<file path="src/rtl/mat_store_responder_if.sv">
// Bundle of the matrix store write port, read port and slot status lines.
// The slave modport is the storage responder; master is the driving operator/front-end.
interface mat_store_responder_if #(
  parameter int DIM_WIDTH  = 3,
  parameter int DATA_WIDTH = 8
);
  logic                  wr_start;
  logic                  wr_slot;
  logic [DIM_WIDTH-1:0]  wr_m;
  logic [DIM_WIDTH-1:0]  wr_n;
  logic                  wr_elem_valid;
  logic [DATA_WIDTH-1:0] wr_elem;
  logic                  wr_busy;
  logic                  wr_done;
  logic                  wr_error;
  logic                  rd_en;
  logic                  rd_slot_idx;
  logic [DIM_WIDTH-1:0]  rd_row_idx;
  logic [DIM_WIDTH-1:0]  rd_col_idx;
  logic [DATA_WIDTH-1:0] rd_elem;
  logic                  rd_elem_valid;
  logic                  rd_err;
  logic [1:0]            slot_valid;
  logic                  q_slot;
  logic [DIM_WIDTH-1:0]  q_m;
  logic [DIM_WIDTH-1:0]  q_n;

  modport slave (
    input  wr_start, wr_slot, wr_m, wr_n, wr_elem_valid, wr_elem,
    input  rd_en, rd_slot_idx, rd_row_idx, rd_col_idx, q_slot,
    output wr_busy, wr_done, wr_error, rd_elem, rd_elem_valid, rd_err,
    output slot_valid, q_m, q_n
  );

  modport master (
    output wr_start, wr_slot, wr_m, wr_n, wr_elem_valid, wr_elem,
    output rd_en, rd_slot_idx, rd_row_idx, rd_col_idx, q_slot,
    input  wr_busy, wr_done, wr_error, rd_elem, rd_elem_valid, rd_err,
    input  slot_valid, q_m, q_n
  );
endinterface

</file>
<file path="src/rtl/mat_store_responder.sv">
// Two-slot matrix store: row-major stream loader with commit/validate, and a
// one-cycle-latency (slot,row,col) element read port with bounds checking.
//
// state  | meaning
// W_IDLE | waiting for wr_start
// W_FILL | accepting row-major elements into the latched slot
// W_DONE | commit dims and set slot_valid (wr_done high)
// W_ERR  | load rejected for illegal dims (wr_error high)
module mat_store_responder #(
  parameter int DIM_WIDTH  = 3,
  parameter int DATA_WIDTH = 8,
  parameter int MAX_DIM    = 5
) (
  input logic clk,
  input logic rst_n,
  mat_store_responder_if.slave bus
);
  localparam int DEPTH  = MAX_DIM * MAX_DIM;
  localparam int ADDR_W = $clog2(DEPTH);

  localparam logic [1:0] W_IDLE = 2'd0;
  localparam logic [1:0] W_FILL = 2'd1;
  localparam logic [1:0] W_DONE = 2'd2;
  localparam logic [1:0] W_ERR  = 2'd3;

  logic [1:0]            state_q, state_d;
  logic                  slot_q;
  logic [DIM_WIDTH-1:0]  m_q, n_q, row_q, col_q;
  logic [DIM_WIDTH-1:0]  dim_m_q [2];
  logic [DIM_WIDTH-1:0]  dim_n_q [2];
  logic [1:0]            slot_valid_q;
  logic [DATA_WIDTH-1:0] rd_elem_q;
  logic                  rd_valid_q, rd_err_q;
  logic [DATA_WIDTH-1:0] mem [2][DEPTH];

  logic                  dims_ok;
  logic                  wr_fire;
  logic                  last_col, last_row;
  logic [ADDR_W-1:0]     wr_addr, rd_addr;
  logic                  rd_ok;

  assign dims_ok  = (bus.wr_m != '0) && (bus.wr_m <= DIM_WIDTH'(MAX_DIM)) &&
                    (bus.wr_n != '0) && (bus.wr_n <= DIM_WIDTH'(MAX_DIM));
  assign wr_fire  = (state_q == W_FILL) && bus.wr_elem_valid;
  assign last_col = (col_q == n_q - DIM_WIDTH'(1));
  assign last_row = (row_q == m_q - DIM_WIDTH'(1));
  assign wr_addr  = ADDR_W'(row_q) * ADDR_W'(MAX_DIM) + ADDR_W'(col_q);
  assign rd_addr  = ADDR_W'(bus.rd_row_idx) * ADDR_W'(MAX_DIM) + ADDR_W'(bus.rd_col_idx);

  // Stored dims never exceed MAX_DIM, so passing the bounds check keeps rd_addr in range.
  assign rd_ok = bus.rd_en && slot_valid_q[bus.rd_slot_idx] &&
                 (bus.rd_row_idx < dim_m_q[bus.rd_slot_idx]) &&
                 (bus.rd_col_idx < dim_n_q[bus.rd_slot_idx]);

  always_comb begin
    state_d = state_q;
    case (state_q)
      W_IDLE: if (bus.wr_start) state_d = dims_ok ? W_FILL : W_ERR;
      W_FILL: if (bus.wr_elem_valid && last_col && last_row) state_d = W_DONE;
      W_DONE: state_d = W_IDLE;
      default: state_d = W_IDLE;
    endcase
  end

  always_ff @(posedge clk or negedge rst_n) begin
    if (!rst_n) begin
      state_q      <= W_IDLE;
      slot_q       <= 1'b0;
      m_q          <= '0;
      n_q          <= '0;
      row_q        <= '0;
      col_q        <= '0;
      dim_m_q[0]   <= '0;
      dim_m_q[1]   <= '0;
      dim_n_q[0]   <= '0;
      dim_n_q[1]   <= '0;
      slot_valid_q <= 2'b00;
    end else begin
      state_q <= state_d;
      if (state_q == W_IDLE && bus.wr_start) begin
        slot_q                     <= bus.wr_slot;
        m_q                        <= bus.wr_m;
        n_q                        <= bus.wr_n;
        row_q                      <= '0;
        col_q                      <= '0;
        slot_valid_q[bus.wr_slot]  <= 1'b0;
      end
      if (wr_fire) begin
        if (last_col) begin
          col_q <= '0;
          if (!last_row) row_q <= row_q + DIM_WIDTH'(1);
        end else begin
          col_q <= col_q + DIM_WIDTH'(1);
        end
      end
      if (state_q == W_DONE) begin
        dim_m_q[slot_q]      <= m_q;
        dim_n_q[slot_q]      <= n_q;
        slot_valid_q[slot_q] <= 1'b1;
      end
    end
  end

  always_ff @(posedge clk) begin
    if (wr_fire) mem[slot_q][wr_addr] <= bus.wr_elem;
  end

  // Rejected reads leave rd_elem at its last good value.
  always_ff @(posedge clk or negedge rst_n) begin
    if (!rst_n) begin
      rd_elem_q  <= '0;
      rd_valid_q <= 1'b0;
      rd_err_q   <= 1'b0;
    end else begin
      rd_valid_q <= rd_ok;
      rd_err_q   <= bus.rd_en && !rd_ok;
      if (rd_ok) rd_elem_q <= mem[bus.rd_slot_idx][rd_addr];
    end
  end

  assign bus.wr_busy       = (state_q != W_IDLE);
  assign bus.wr_done       = (state_q == W_DONE);
  assign bus.wr_error      = (state_q == W_ERR);
  assign bus.rd_elem       = rd_elem_q;
  assign bus.rd_elem_valid = rd_valid_q;
  assign bus.rd_err        = rd_err_q;
  assign bus.slot_valid    = slot_valid_q;
  assign bus.q_m           = dim_m_q[bus.q_slot];
  assign bus.q_n           = dim_n_q[bus.q_slot];
endmodule
</file>
<file path="src/flat_wrapper.sv">
// flat-port wrapper written by rule: the top's interface ports become plain ports
module mat_store_responder_flat 
#(
  parameter int DIM_WIDTH  = 3,
  parameter int DATA_WIDTH = 8,
  parameter int MAX_DIM    = 5
)
  (clk, rst_n, bus_wr_start, bus_wr_slot, bus_wr_m, bus_wr_n, bus_wr_elem_valid, bus_wr_elem, bus_rd_en, bus_rd_slot_idx, bus_rd_row_idx, bus_rd_col_idx, bus_q_slot, bus_wr_busy, bus_wr_done, bus_wr_error, bus_rd_elem, bus_rd_elem_valid, bus_rd_err, bus_slot_valid, bus_q_m, bus_q_n);
  mat_store_responder_if #(.DIM_WIDTH(DIM_WIDTH), .DATA_WIDTH(DATA_WIDTH)) bus_i ();
  input logic clk;
  input logic rst_n;
  input wire logic [$bits(bus_i.wr_start)-1:0] bus_wr_start;
  input wire logic [$bits(bus_i.wr_slot)-1:0] bus_wr_slot;
  input wire logic [$bits(bus_i.wr_m)-1:0] bus_wr_m;
  input wire logic [$bits(bus_i.wr_n)-1:0] bus_wr_n;
  input wire logic [$bits(bus_i.wr_elem_valid)-1:0] bus_wr_elem_valid;
  input wire logic [$bits(bus_i.wr_elem)-1:0] bus_wr_elem;
  input wire logic [$bits(bus_i.rd_en)-1:0] bus_rd_en;
  input wire logic [$bits(bus_i.rd_slot_idx)-1:0] bus_rd_slot_idx;
  input wire logic [$bits(bus_i.rd_row_idx)-1:0] bus_rd_row_idx;
  input wire logic [$bits(bus_i.rd_col_idx)-1:0] bus_rd_col_idx;
  input wire logic [$bits(bus_i.q_slot)-1:0] bus_q_slot;
  output wire logic [$bits(bus_i.wr_busy)-1:0] bus_wr_busy;
  output wire logic [$bits(bus_i.wr_done)-1:0] bus_wr_done;
  output wire logic [$bits(bus_i.wr_error)-1:0] bus_wr_error;
  output wire logic [$bits(bus_i.rd_elem)-1:0] bus_rd_elem;
  output wire logic [$bits(bus_i.rd_elem_valid)-1:0] bus_rd_elem_valid;
  output wire logic [$bits(bus_i.rd_err)-1:0] bus_rd_err;
  output wire logic [$bits(bus_i.slot_valid)-1:0] bus_slot_valid;
  output wire logic [$bits(bus_i.q_m)-1:0] bus_q_m;
  output wire logic [$bits(bus_i.q_n)-1:0] bus_q_n;
  assign bus_i.wr_start = bus_wr_start;
  assign bus_i.wr_slot = bus_wr_slot;
  assign bus_i.wr_m = bus_wr_m;
  assign bus_i.wr_n = bus_wr_n;
  assign bus_i.wr_elem_valid = bus_wr_elem_valid;
  assign bus_i.wr_elem = bus_wr_elem;
  assign bus_i.rd_en = bus_rd_en;
  assign bus_i.rd_slot_idx = bus_rd_slot_idx;
  assign bus_i.rd_row_idx = bus_rd_row_idx;
  assign bus_i.rd_col_idx = bus_rd_col_idx;
  assign bus_i.q_slot = bus_q_slot;
  assign bus_wr_busy = bus_i.wr_busy;
  assign bus_wr_done = bus_i.wr_done;
  assign bus_wr_error = bus_i.wr_error;
  assign bus_rd_elem = bus_i.rd_elem;
  assign bus_rd_elem_valid = bus_i.rd_elem_valid;
  assign bus_rd_err = bus_i.rd_err;
  assign bus_slot_valid = bus_i.slot_valid;
  assign bus_q_m = bus_i.q_m;
  assign bus_q_n = bus_i.q_n;
  mat_store_responder #(.DIM_WIDTH(DIM_WIDTH), .DATA_WIDTH(DATA_WIDTH), .MAX_DIM(MAX_DIM)) u_core (.clk(clk), .rst_n(rst_n), .bus(bus_i));
endmodule
</file>
<file path="config.mk">
export PLATFORM = sky130hd
export DESIGN_NAME = mat_store_responder_flat
export DESIGN_NICKNAME = d
export VERILOG_FILES = /design/src/rtl/mat_store_responder_if.sv /design/src/rtl/mat_store_responder.sv /design/src/flat_wrapper.sv
export SDC_FILE = /design/constraint.sdc
export NUM_CORES = 1
export LEC_CHECK = 0
export CAP_MARGIN = 20
export CORE_AREA = 4 4 171 173
export CTS_CLUSTER_DIAMETER = 60
export DETAILED_ROUTE_END_ITERATION = 8
export DIE_AREA = 0 0 175 177
export HOLD_SLACK_MARGIN = 0.12
export PLACE_DENSITY = 0.84
export SLEW_MARGIN = 10
export SYNTH_ARGS = -nofsm -noshare
export SYNTH_HDL_FRONTEND = slang
export SYNTH_SLANG_ARGS = --single-unit
</file>
<file path="constraint.sdc">
create_clock -name clk -period 7.9 [get_ports clk]
set_input_delay 1.58 -clock clk [delete_from_list [all_inputs] [get_ports clk]]
set_output_delay 1.58 -clock clk [all_outputs]
set_load 0.01 [all_outputs]
</file>
==> results.toml <==
[clock_tree]
clkTransAtPathRegs_ns = 0.06
post_cts_resized = 0
cts_buffers = 44
h-tree-depth = 2
cts.sinks = 439
cts_setup_buffers = 0
tritoncts = "built"
clock-root-buffer = "clkbuf_16"
hold_buffers = 0
clock_latency_ns = 0.53
clk_path_buf_depth = 3

[timing]
slew_headroom_pct = 31.6
setup_tns_ns = 0
max_freq_mhz = 203
slew_viol_final = 0
finalWorstPathRequiredPeriod_ns = 4.92
setup_viol = 0
skew_ns = 0.00803
period_share_pct = 62.2
rsz0062_at_grt = "false"
tightest_slew_ns = 1.03
hold_violations = 0

[power_and_ir_drop]
p_sw_mw = 1.47
pwr-share-clk_pct = 36.3
pwr-share-comb_pct = 16.1
swShare_pct = 25.5
power_density_nw_per_um2 = 285
vdd_ir_drop_max_mv = 0.202
p_leak_nw = 6.92
power.total_mw = 5.78
p_int_mw = 4.31
power_frac_seq_pct = 47.7

[final_layout]
antenna_cells = 0
syn_to_final_growth_pct = 12.0
layout-drive-gt1-share_pct = 19.2
final_nets = 1092

[setup_path]
rr_endpoint = "u_core.mem[1][50]$_DFFE_PP_"
cp.arrival_ns = 5.35
path_max_fanout = 36
path_cells = "clkdlybuf4s50_1 > ha_1 > ha_1 > inv_1 > fa_1 > buf_4 > or3b_2 > o22ai_1 > a211o_1 > a21oi_1 > o31a_1 > o31ai_1"
r2r_cells = 7
cp-endpoint = "u_core.bus.rd_elem[6]$_DFFE_PN0P_"
required_ns = 8.33
cp_slowest_cell = "or3b_2"
reg2reg_from = "u_core.row_q[0]$_DFF_PN0_"
rrSetupSlack_ns = 3.95
cp-startpoint = "bus_rd_row_idx[0]"
crit_top_cell = "ha_1"
slowest_delay_ns = 0.65
worstSetupEndpointType = "register"
crit_path_start_kind = "primary input"
criticalPathCategory = "in -> reg"

[floorplan]
fp.dieW_um = 175
ios = 49
initial_core_util_pct = 65.4
die_h_um = 177
die_area_um2 = 31000
rows = 61
coreArea_um2 = 27600

[drt]
drtIter0Drc = 1459
ant_nets = 0
route.detailed.drc = 0
dr_total_vias = 9631
route.detailed.wl_per_inst_um = 27.4
wirelength_um = 39700
avgViaCountPerCell = 6.65
drtPass1Iterations = 6

[global_routing]
grt-ovfl-total = 0
grt_max_degree = 51
grt_pass1_wl_um = 61100
grt_antenna_before_repair = 0
track_usage_pct = 26.5
grt_pass1_vias = 9698

[status]
outcome = "completed"

[logic_synthesis]
ys_types = 57
synth-seq-cells = 439
synth_seq_area_share_pct = 71.8
syn_nets = 1031
synth_edf_count = 400
ys.flop_type = "edfxtp_1"
netlist_area_um2 = 18100
synth_area_per_cell_um2 = 18.5
ys.warnings.count = 0
syn_inst = 977
ys_async_sr_fraction_pct = 8.88

[place]
dp_hpwl_um = 23700
gp_congestion = 0.931
io_buffers = 48

[hold_path]
hp-class = "reg -> reg"

[job]
cap_violations = 0
-- cells in the mapped netlist, types with 3 or more instances --
master	instances	share of area (%)
a21o_1	3	0.12
a21oi_1	10	0.28
a221oi_1	5	0.24
a22o_1	4	0.19
a22oi_1	6	0.25
a32oi_1	4	0.19
and2_1	5	0.17
and3_1	7	0.24
buf_2	10	0.28
buf_4	13	0.54
buf_6	7	0.44
clkbuf_1	16	0.33
dfrtp_1	39	5.4
edfxtp_1	400	66
ha_1	24	1.7
inv_1	13	0.27
mux2_2	34	2.1
mux2i_1	59	3.3
mux4_1	8	1.2
mux4_2	72	9.0
nand2_1	39	0.81
nand2b_1	9	0.31
nand3_1	14	0.39
nand3b_1	3	0.12
nor2_1	60	1.2
nor2b_1	5	0.17
nor3_1	13	0.36
nor4_1	5	0.17
o21ai_0	18	0.50
o21ai_1	4	0.11
o221ai_1	8	0.39
o22ai_1	7	0.24
or2_2	4	0.14
or3_1	5	0.17
xnor2_1	10	0.48
xor2_1	6	0.29
-- metal layers --
layer / share of wire [%] / vias up / routed length, um / track usage [%]
li1: - / 4045 / - / -
met1: 39 / 4833 / 15400 / 38.8
met2: 49 / 658 / 19200 / 42.2
met3: 10 / 95 / 3970 / 4.96
met4: 2.7 / 0 / 1080 / 7.40
met5: 0 / - / 0 / 0
-- power by group through the flow --
stage                     Clock, mW  Combinational (mW)  Sequential, mW
after floorplan                   0               0.582            2.77
after global placement            0               0.891            2.79
after detailed placement          0               0.915            2.80
after CTS                      2.11               0.927            2.75
after global routing           2.23                1.00            2.76
final                          2.10               0.931            2.75
-- sequential cells by signal, summed over array words and instances (netlist names) --
signal and cells:
u_core.mem 400, u_core.bus.rd_elem_valid 1, u_core.bus.slot_valid 2, u_core.n_q 3, u_core.m_q 3, u_core.bus.rd_elem 8
u_core.slot_q 1, u_core.row_q 3, u_core.col_q 3, u_core.dim_n_q 6, u_core.dim_m_q 6, u_core.bus.rd_err 1
u_core.state_q 2
-- cell usage in the layout, fill, tap and decap left out, drive strengths merged, types with 15 or more instances in the layout --
cell type      instances
buf                   26
dfrtp                 39
clkbuf                54
mux2i                 59
nand2                 39
mux4                  80
ha                    24
clkinv                15
edfxtp               400
nor2                  60
mux2                  34
o21ai                 22
clkdlybuf4s50         38
-- kinds of logic after synthesis --
kind of cell	synth area share (%)
flip-flops	71.8
AND/OR/NAND/NOR	4.62
multiplexers	15.5
AO/OA/AOI/OAI	3.29
buffers and inverters	2.10
adder cells (fa/ha/maj)	1.88
XOR/XNOR	0.775
-- final cells by class --
class / count / area (um^2)
well taps: 378 / 473
fillers: 1599 / 7370
inverters: 13 / 48.8
repair buffers: 64 / 557
flip-flops and latches: 439 / 13000
multi-input cells: 476 / 4730
clock buffers: 54 / 1180
clock inverters: 25 / 279
-- worst min-delay path by stage --
stage	startpoint	to	slack, ns	depth (start not counted)
finish	u_core.n_q[1]$_DFFE_PN0P_	u_core.dim_n_q[4]$_DFFE_PN0P_	0.51	1
global route	u_core.n_q[1]$_DFFE_PN0P_	u_core.dim_n_q[4]$_DFFE_PN0P_	0.52	1
CTS	u_core.n_q[1]$_DFFE_PN0P_	u_core.dim_n_q[4]$_DFFE_PN0P_	0.50	1
detailed placement	u_core.n_q[1]$_DFFE_PN0P_	u_core.dim_n_q[4]$_DFFE_PN0P_	0.49	1
global placement	u_core.bus.slot_valid[1]$_DFF_PN0_	u_core.bus.slot_valid[1]$_DFF_PN0_	0.48	2
floorplan	u_core.dim_m_q[0]$_DFFE_PN0P_	u_core.dim_m_q[0]$_DFFE_PN0P_	0.47	2
-- critical path, delay by kind of cell --
| family | cells | cell delay, ns |
|---|---|---|
| and+or+nand+nor | 1 | 0.65 |
| buffers and inverters | 3 | 0.97 |
| AOI/OAI and AO/OA | 5 | 0.92 |
| adders and majority gates | 3 | 1.20 |
-- stage by stage --
| stage | hold WS, ns | std cells | instance area (um^2) | utilization [%] | worst slack [ns] |
|---|---|---|---|---|---|
| after global placement | 0.477 | 1369 | 18800 | 68.0 | 2.67 |
| after CTS | 0.505 | 1449 | 20300 | 73.3 | 3.05 |
| final | 0.509 | 1449 | 20300 | 73.3 | 2.98 |
| after global routing | 0.522 | 1449 | 20300 | 73.3 | 2.89 |
| after floorplan | 0.466 | 977 | 18100 | - | 3.58 |
| after detailed placement | 0.492 | 1370 | 18800 | 68.0 | 2.53 |
Power figures use the tool's default switching activity.
